## src/rtl/calc_pkg.sv

```systemverilog
// Shared types and constants for the keypad calculator controller.
package calc_pkg;

    typedef enum logic [1:0] {
        ST_ENTER_A = 2'd0,
        ST_ENTER_B = 2'd1,
        ST_COMPUTE = 2'd2,
        ST_DONE    = 2'd3
    } state_t;

    typedef enum logic [1:0] {
        OP_ADD = 2'd0,
        OP_SUB = 2'd1,
        OP_MUL = 2'd2
    } op_t;

    localparam logic [2:0] OPC_ADD = 3'b001;
    localparam logic [2:0] OPC_SUB = 3'b010;
    localparam logic [2:0] OPC_MUL = 3'b100;

    localparam int unsigned DIGIT_MAX = 9;

    function automatic logic opc_valid(input logic [2:0] code);
        return (code == OPC_ADD) || (code == OPC_SUB) || (code == OPC_MUL);
    endfunction

    function automatic op_t opc_decode(input logic [2:0] code);
        op_t op;
        case (code)
            OPC_SUB: op = OP_SUB;
            OPC_MUL: op = OP_MUL;
            default: op = OP_ADD;
        endcase
        return op;
    endfunction

endpackage

```

## src/rtl/calc_mul.sv

```systemverilog
// Sequential shift-add multiplier on unsigned magnitudes; one partial product per cycle.
module calc_mul
    import calc_pkg::*;
#(
    parameter int unsigned WIDTH = 16
) (
    input  logic                 clk,
    input  logic                 nRST,
    input  logic                 start,
    input  logic                 abort,
    input  logic [WIDTH-1:0]     a,
    input  logic [WIDTH-1:0]     b,
    output logic                 done,
    output logic [2*WIDTH-1:0]   product
);

    localparam int unsigned PW = 2 * WIDTH;
    localparam int unsigned CW = $clog2(WIDTH + 1);

    logic [PW-1:0]    r_mcand;
    logic [WIDTH-1:0] r_mplier;
    logic [PW-1:0]    r_prod;
    logic [CW-1:0]    r_cnt;
    logic             r_busy;
    logic             r_done;

    // done stays high until the next start or abort
    always_ff @(posedge clk or negedge nRST) begin
        if (!nRST) begin
            r_mcand  <= '0;
            r_mplier <= '0;
            r_prod   <= '0;
            r_cnt    <= '0;
            r_busy   <= 1'b0;
            r_done   <= 1'b0;
        end else if (abort) begin
            r_cnt    <= '0;
            r_busy   <= 1'b0;
            r_done   <= 1'b0;
        end else if (start) begin
            r_mcand  <= PW'(a);
            r_mplier <= b;
            r_prod   <= '0;
            r_cnt    <= CW'(WIDTH);
            r_busy   <= 1'b1;
            r_done   <= 1'b0;
        end else if (r_busy) begin
            if (r_mplier[0]) begin
                r_prod <= r_prod + r_mcand;
            end
            r_mcand  <= r_mcand << 1;
            r_mplier <= r_mplier >> 1;
            r_cnt    <= r_cnt - CW'(1);
            if (r_cnt == CW'(1)) begin
                r_busy <= 1'b0;
                r_done <= 1'b1;
            end
        end
    end

    assign done    = r_done;
    assign product = r_prod;

endmodule

```

## src/rtl/calc_ctrl.sv

```systemverilog
// Keypad calculator controller: edge-detected entry of two signed decimal
// operands, add/sub/mul with saturation, result chaining and clear.
module calc_ctrl
    import calc_pkg::*;
#(
    parameter int unsigned WIDTH      = 16,
    parameter int unsigned MAX_DIGITS = 5
) (
    input  logic                    clk,
    input  logic                    nRST,
    input  logic [3:0]              keypad_input,
    input  logic                    read_input,
    input  logic [2:0]              operator_input,
    input  logic                    equal_input,
    input  logic                    neg_input,
    input  logic                    clear_input,
    output logic                    complete,
    output logic                    busy,
    output logic                    overflow,
    output logic signed [WIDTH-1:0] display_output
);

    localparam int unsigned AW = WIDTH + 4;
    localparam int unsigned PW = 2 * WIDTH;
    localparam int unsigned CW = $clog2(MAX_DIGITS + 1);

    localparam logic [AW-1:0]    POS_LIM = AW'({(WIDTH-1){1'b1}});
    localparam logic [AW-1:0]    NEG_LIM = POS_LIM + AW'(1);
    localparam logic [PW-1:0]    P_POS   = PW'(POS_LIM);
    localparam logic [PW-1:0]    P_NEG   = PW'(NEG_LIM);
    localparam logic [WIDTH-1:0] RES_MAX = {1'b0, {(WIDTH-1){1'b1}}};
    localparam logic [WIDTH-1:0] RES_MIN = {1'b1, {(WIDTH-1){1'b0}}};

    state_t           r_state;
    op_t              r_op;
    logic [WIDTH-1:0] r_a;
    logic [WIDTH-1:0] r_b;
    logic [WIDTH-1:0] r_mag;
    logic             r_neg;
    logic [CW-1:0]    r_ndig;
    logic [WIDTH-1:0] r_disp;
    logic             r_complete;
    logic             r_busy;
    logic             r_ovf;

    logic             r_prev_read;
    logic [2:0]       r_prev_op;
    logic             r_prev_eq;
    logic             r_prev_neg;
    logic             r_prev_clr;

    logic             w_ev_read, w_ev_op, w_ev_eq, w_ev_neg, w_ev_clr;
    logic             w_clr, w_eq, w_opk, w_dig, w_neg;
    op_t              w_op_dec;
    logic [WIDTH-1:0] w_acc;
    logic [AW-1:0]    w_new_mag;
    logic [WIDTH-1:0] w_acc_dig;
    logic             w_key_ok;
    logic             w_digit_ok;
    logic             w_neg_ok;
    logic [WIDTH-1:0] w_mag_a;
    logic             w_mul_start;
    logic             w_mul_done;
    logic [PW-1:0]    w_prod;
    logic [WIDTH:0]   w_sum;
    logic [WIDTH-1:0] w_res;
    logic             w_res_ovf;

    // Rising-edge events, then the priority filter: one event per edge at most
    always_comb begin
        w_ev_read = read_input & ~r_prev_read;
        w_ev_op   = opc_valid(operator_input) && (r_prev_op == 3'b000);
        w_ev_eq   = equal_input & ~r_prev_eq;
        w_ev_neg  = neg_input & ~r_prev_neg;
        w_ev_clr  = clear_input & ~r_prev_clr;

        w_clr = w_ev_clr;
        w_eq  = w_ev_eq & ~w_ev_clr;
        w_opk = w_ev_op & ~w_ev_eq & ~w_ev_clr;
        w_dig = w_ev_read & ~w_ev_op & ~w_ev_eq & ~w_ev_clr;
        w_neg = w_ev_neg & ~w_ev_read & ~w_ev_op & ~w_ev_eq & ~w_ev_clr;
        w_op_dec = opc_decode(operator_input);
    end

    // Operand entry kept as sign + magnitude so the range check is symmetric
    always_comb begin
        w_acc      = r_neg ? ('0 - r_mag) : r_mag;
        w_new_mag  = AW'(r_mag) * AW'(10) + AW'(keypad_input);
        w_acc_dig  = r_neg ? ('0 - WIDTH'(w_new_mag)) : WIDTH'(w_new_mag);
        w_key_ok   = keypad_input <= 4'(DIGIT_MAX);
        w_digit_ok = w_key_ok && (r_ndig < CW'(MAX_DIGITS)) &&
                     (w_new_mag <= (r_neg ? NEG_LIM : POS_LIM));
        w_neg_ok   = !(r_neg && (AW'(r_mag) == NEG_LIM));
        w_mag_a    = r_a[WIDTH-1] ? ('0 - r_a) : r_a;
    end

    assign w_mul_start = (r_state == ST_ENTER_B) && w_eq && (r_op == OP_MUL);

    calc_mul #(
        .WIDTH (WIDTH)
    ) u_mul (
        .clk     (clk),
        .nRST    (nRST),
        .start   (w_mul_start),
        .abort   (w_clr),
        .a       (w_mag_a),
        .b       (r_mag),
        .done    (w_mul_done),
        .product (w_prod)
    );

    // Result and saturation for the operation latched in r_op
    always_comb begin
        w_res     = '0;
        w_res_ovf = 1'b0;
        w_sum     = (r_op == OP_SUB) ? ({r_a[WIDTH-1], r_a} - {r_b[WIDTH-1], r_b})
                                     : ({r_a[WIDTH-1], r_a} + {r_b[WIDTH-1], r_b});
        if (r_op == OP_MUL) begin
            if (!(r_a[WIDTH-1] ^ r_b[WIDTH-1])) begin
                if (w_prod > P_POS) begin
                    w_res     = RES_MAX;
                    w_res_ovf = 1'b1;
                end else begin
                    w_res = WIDTH'(w_prod);
                end
            end else begin
                if (w_prod > P_NEG) begin
                    w_res     = RES_MIN;
                    w_res_ovf = 1'b1;
                end else begin
                    w_res = WIDTH'(PW'(0) - w_prod);
                end
            end
        end else if (w_sum[WIDTH] != w_sum[WIDTH-1]) begin
            w_res     = w_sum[WIDTH] ? RES_MIN : RES_MAX;
            w_res_ovf = 1'b1;
        end else begin
            w_res = w_sum[WIDTH-1:0];
        end
    end

    always_ff @(posedge clk or negedge nRST) begin
        if (!nRST) begin
            r_state     <= ST_ENTER_A;
            r_op        <= OP_ADD;
            r_a         <= '0;
            r_b         <= '0;
            r_mag       <= '0;
            r_neg       <= 1'b0;
            r_ndig      <= '0;
            r_disp      <= '0;
            r_complete  <= 1'b0;
            r_busy      <= 1'b0;
            r_ovf       <= 1'b0;
            r_prev_read <= 1'b0;
            r_prev_op   <= '0;
            r_prev_eq   <= 1'b0;
            r_prev_neg  <= 1'b0;
            r_prev_clr  <= 1'b0;
        end else begin
            r_prev_read <= read_input;
            r_prev_op   <= operator_input;
            r_prev_eq   <= equal_input;
            r_prev_neg  <= neg_input;
            r_prev_clr  <= clear_input;

            if (w_clr) begin
                r_state    <= ST_ENTER_A;
                r_op       <= OP_ADD;
                r_a        <= '0;
                r_b        <= '0;
                r_mag      <= '0;
                r_neg      <= 1'b0;
                r_ndig     <= '0;
                r_disp     <= '0;
                r_complete <= 1'b0;
                r_busy     <= 1'b0;
                r_ovf      <= 1'b0;
            end else begin
                case (r_state)
                    ST_ENTER_A: begin
                        if (w_opk) begin
                            r_a     <= w_acc;
                            r_op    <= w_op_dec;
                            r_mag   <= '0;
                            r_neg   <= 1'b0;
                            r_ndig  <= '0;
                            r_state <= ST_ENTER_B;
                        end else if (w_dig && w_digit_ok) begin
                            r_mag  <= WIDTH'(w_new_mag);
                            r_ndig <= r_ndig + CW'(1);
                            r_disp <= w_acc_dig;
                        end else if (w_neg && w_neg_ok) begin
                            r_neg  <= ~r_neg;
                            r_disp <= '0 - w_acc;
                        end
                    end
                    ST_ENTER_B: begin
                        if (w_eq) begin
                            r_b     <= w_acc;
                            r_busy  <= 1'b1;
                            r_state <= ST_COMPUTE;
                        end else if (w_opk) begin
                            // Operator may be corrected only before any B digit
                            if (r_ndig == '0) begin
                                r_op <= w_op_dec;
                            end
                        end else if (w_dig && w_digit_ok) begin
                            r_mag  <= WIDTH'(w_new_mag);
                            r_ndig <= r_ndig + CW'(1);
                            r_disp <= w_acc_dig;
                        end else if (w_neg && w_neg_ok) begin
                            r_neg  <= ~r_neg;
                            r_disp <= '0 - w_acc;
                        end
                    end
                    ST_COMPUTE: begin
                        if ((r_op != OP_MUL) || w_mul_done) begin
                            r_disp     <= w_res;
                            r_ovf      <= w_res_ovf;
                            r_busy     <= 1'b0;
                            r_complete <= 1'b1;
                            r_state    <= ST_DONE;
                        end
                    end
                    ST_DONE: begin
                        if (w_opk) begin
                            r_a        <= r_disp;
                            r_op       <= w_op_dec;
                            r_mag      <= '0;
                            r_neg      <= 1'b0;
                            r_ndig     <= '0;
                            r_complete <= 1'b0;
                            r_state    <= ST_ENTER_B;
                        end else if (w_dig && w_key_ok) begin
                            r_mag      <= WIDTH'(keypad_input);
                            r_neg      <= 1'b0;
                            r_ndig     <= CW'(1);
                            r_disp     <= WIDTH'(keypad_input);
                            r_ovf      <= 1'b0;
                            r_complete <= 1'b0;
                            r_state    <= ST_ENTER_A;
                        end
                    end
                    default: r_state <= ST_ENTER_A;
                endcase
            end
        end
    end

    assign complete       = r_complete;
    assign busy           = r_busy;
    assign overflow       = r_ovf;
    assign display_output = r_disp;

endmodule

```

## config.mk

```make
export PLATFORM = sky130hd
export DESIGN_NAME = calc_ctrl
export DESIGN_NICKNAME = d
export VERILOG_FILES = /design/src/rtl/calc_pkg.sv /design/src/rtl/calc_mul.sv /design/src/rtl/calc_ctrl.sv
export SDC_FILE = /design/constraint.sdc
export NUM_CORES = 1
export LEC_CHECK = 0
export ABC_AREA = 1
export CORE_MARGIN = 2
export CORE_UTILIZATION = 50
export DETAILED_ROUTE_END_ITERATION = 6
export PLACE_DENSITY = 0.69
export SLEW_MARGIN = 20
export SYNTH_ARGS = -nofsm -noshare
export SYNTH_HDL_FRONTEND = slang
export SYNTH_SLANG_ARGS = --single-unit
```

## constraint.sdc

```tcl
create_clock -name clk -period 4.3 [get_ports clk]
set_input_delay 0.645 -clock clk [delete_from_list [all_inputs] [get_ports clk]]
set_output_delay 0.645 -clock clk [all_outputs]
set_load 0.02 [all_outputs]
```

==> impl_metrics.py <==
metrics = {
    "run_status": {
        "status": "complete, no violations",
    },
    "sta": {
        "period_needed_ns": 4.18,
        "maxSlewViolCount": 0,
        "worst_pin_slew_ns": 0.969,
        "finClkSkew_ns": 0.0179,
        "whs_ns": 0.242,
        "finalCritPeriodShare_pct": 97.2,
        "final-setup-viol-count": 0,
        "hold_viol_final": 0,
        "clock.fmax_ghz": 0.239,
        "rsz0062_at_grt": "yes",
        "worst_slack_ns": 0.121,
        "relSlewSlack_pct": 35.4,
    },
    "clock_network": {
        "clk_latency_ns": 0.45,
        "cts_buffers": 17,
        "clockBufferDepth": 2,
        "cts_hold_buf": 0,
        "cts_root_buf": "clkbuf_16",
        "path_clk_slew_ns": 0.07,
        "clkSinkCount": 169,
        "cts_tree": "done",
        "htreeDepth": 4,
    },
    "floorplan": {
        "coreArea_mm2": 0.0279,
        "io-pin-count": 32,
        "die_w_um": 173,
        "die_h_um": 173,
        "start_util_pct": 51.0,
        "num_rows": 61,
        "dieArea_mm2": 0.0298,
    },
    "synthesis": {
        "synth_top_cells_by_area": "dfrtp_1 30%, nand2_1 15%, ha_1 9.6%",
        "syn_nets": 2227,
        "yosysSeqAreaShare_pct": 29.7,
        "syn_avg_cell_area_um2": 6.78,
        "synthArstFlopShare_pct": 100,
        "netlist_area_mm2": 0.0142,
        "synth_edf_count": 0,
        "yosys_warnings": 0,
        "synth_common_cells": "572 x nand2_1, 271 x inv_1, 178 x nor2_1, 169 x dfrtp_1, 146 x o21ai_0",
        "synthDistinctLibCells": 49,
        "yosys.area.top_type_share_pct": 29.7,
        "ys.flop_type": "dfrtp_1",
        "synth_most_common_cell": "nand2_1",
        "ys_ff_latch": 169,
        "post-synth-top-area-cell": "dfrtp_1",
        "synthCells": 2101,
    },
    "critical_path": {
        "crit_arrival_ns": 4.52,
        "cpMaxStageDelayCell": "dfrtp_2",
        "cpPeakStageDelay_ns": 0.45,
        "crit_path_frequent_cell": "nand2_1",
        "worstSetupStartpointType": "flop",
        "crit_path_end_kind": "flop",
        "worst-path-max-fanout": 25,
        "r2r-start": "r_mag[9]$_DFFE_PN0P_",
        "path_class": "reg2reg",
        "startpoint": "r_mag[9]$_DFFE_PN0P_",
        "critPathRequiredTime_ns": 4.64,
    },
    "global_route": {
        "grt_overflow": 0,
        "antenna_found_initial": 1,
        "grt_start_max_net_pins": 98,
        "first_global_vias": 13900,
        "grt_pass1_wl_mm": 72.6,
        "track_usage_pct": 30.5,
    },
    "min_path": {
        "worstHoldPathType": "in2async",
    },
    "routing": {
        "via_count": 14800,
        "dr.pass1.iters": 6,
        "drtIter0Drc": 1316,
        "finalWirelength_mm": 46.4,
        "avgRoutedWirePerCell_um": 17.7,
        "via_per_inst": 5.64,
        "drc": 0,
        "ant_nets": 0,
    },
    "finish": {
        "drive_gt1_share_pct": 13.3,
        "nNetsFinal": 2357,
        "final_design_area_no_fill_mm2": 0.0170,
        "multi_input_area_mm2": 0.00930,
        "area_growth_pct": 19.4,
        "n_fill_cell": 2601,
        "final-seq-area_mm2": 0.00424,
        "num_antenna_cells": 0,
        "final_cells": 2622,
    },
    "run": {
        "maxCapViolCount": 0,
    },
    "placement": {
        "gp_congestion": 0.937,
        "port_buffers": 31,
        "place_ws_ns": -0.293,
        "dp_hpwl_mm": 35.9,
        "postPlaceCellArea_mm2": 0.0156,
        "dp.cells": 2565,
    },
    "power_and_ir_drop": {
        "ir_worst_vdd_uv": 495,
        "leakage_nw": 8.64,
        "power_density_mw_per_mm2": 846,
        "power_mw": 14.4,
    },
}
## cell usage in the layout, fill, tap and decap left out, types with 14 or more instances in the layout
master,Yosys,layout
nand2_2,4,34
clkdlybuf4s50_1,0,30
a31oi_1,16,16
nand2_1,572,542
a21oi_1,129,126
inv_1,271,263
ha_4,0,25
inv_2,6,14
buf_4,1,120
o22ai_1,66,66
nand3_1,138,127
nor3_1,17,15
xor2_1,74,74
dfrtp_1,169,159
nor2_1,178,170
nand4_1,34,34
clkbuf_16,0,17
ha_1,109,83
o21ai_0,146,143
## critical path: cells and delay by family (launching register included)
kind / cells / cell delay [ns]
XOR/XNOR: 1 / 0.21
adder cells (fa/ha/maj): 3 / 0.73
AO/OA/AOI/OAI: 3 / 0.48
flip-flops: 1 / 0.45
AND/OR/NAND/NOR: 18 / 1.77
buffers and inverters: 3 / 0.44
## registers in the layout, summed over array words and instances (netlist names), 2 cells and up
signal          cells
r_op                2
r_ndig              3
u_mul.product      32
u_mul.r_cnt         5
r_a                16
r_prev_op           3
u_mul.r_mplier     16
display_output     16
r_b                16
r_state             2
r_mag              16
u_mul.r_mcand      32
## report_power, final
part,switching [mW],internal [mW]
registers,0.520,2.12
logic,6.45,3.67
clock network,0.742,0.882
total,7.71,6.67
## cells by family (layout without fill, tap and decap cells)
kind of cell	count (synthesis)	count (layout)	synth area share, %
flops	169	169	29.7
xor+xnor	84	84	5.22
simple gates	985	987	29.4
buf+inv	329	470	8.96
fa+ha+maj	113	113	10.1
compound gates	421	421	16.6
## per-layer routing
layer,GRT usage [%],wire length (µm)
met1,39.8,19700
met3,3.89,2750
met2,50.4,21800
met4,14.5,2120
met5,0,0
## what timing repair did
action,in CTS,in global routing
cloned,2,0
gates resized for setup,39,85
setup endpoints to repair,34,35
pin swaps,19,36
hold endpoints to repair,0,0
setup buffers,13,10
## final timing paths
check	to	slack [ns]	depth (start not counted)
setup / recovery	display_output[10]$_DFFE_PN0P_	0.12	28
hold / removal	r_a[7]$_DFFE_PN0P_	0.24	1
setup reg to reg	display_output[10]$_DFFE_PN0P_	0.12	28
hold reg to reg	r_op[0]$_DFFE_PN0P_	0.48	2
max in group asynchronous	r_mag[4]$_DFFE_PN0P_	3.12	2
min in group clk	r_op[0]$_DFFE_PN0P_	0.48	2
## metrics by stage
| stage | util (%) | setup TNS, ns |
|---|---|---|
| floorplan | - | 0 |
| global placement | 55.9 | -4.37 |
| detailed placement | 55.9 | -7.14 |
| CTS | 58.9 | -0.00313 |
| global route | 60.9 | -2.53 |
| finish | 60.9 | 0 |
## area by class of cell
class	instances	share of cell area (%)
clock inverters	14	1.00
clock buffers	18	2.52
multi-input cells	1605	54.7
inverters	278	6.14
repair buffers	160	7.88
well taps	378	2.78
flip-flops and latches	169	25.0
(Power assumes the default switching activity.)
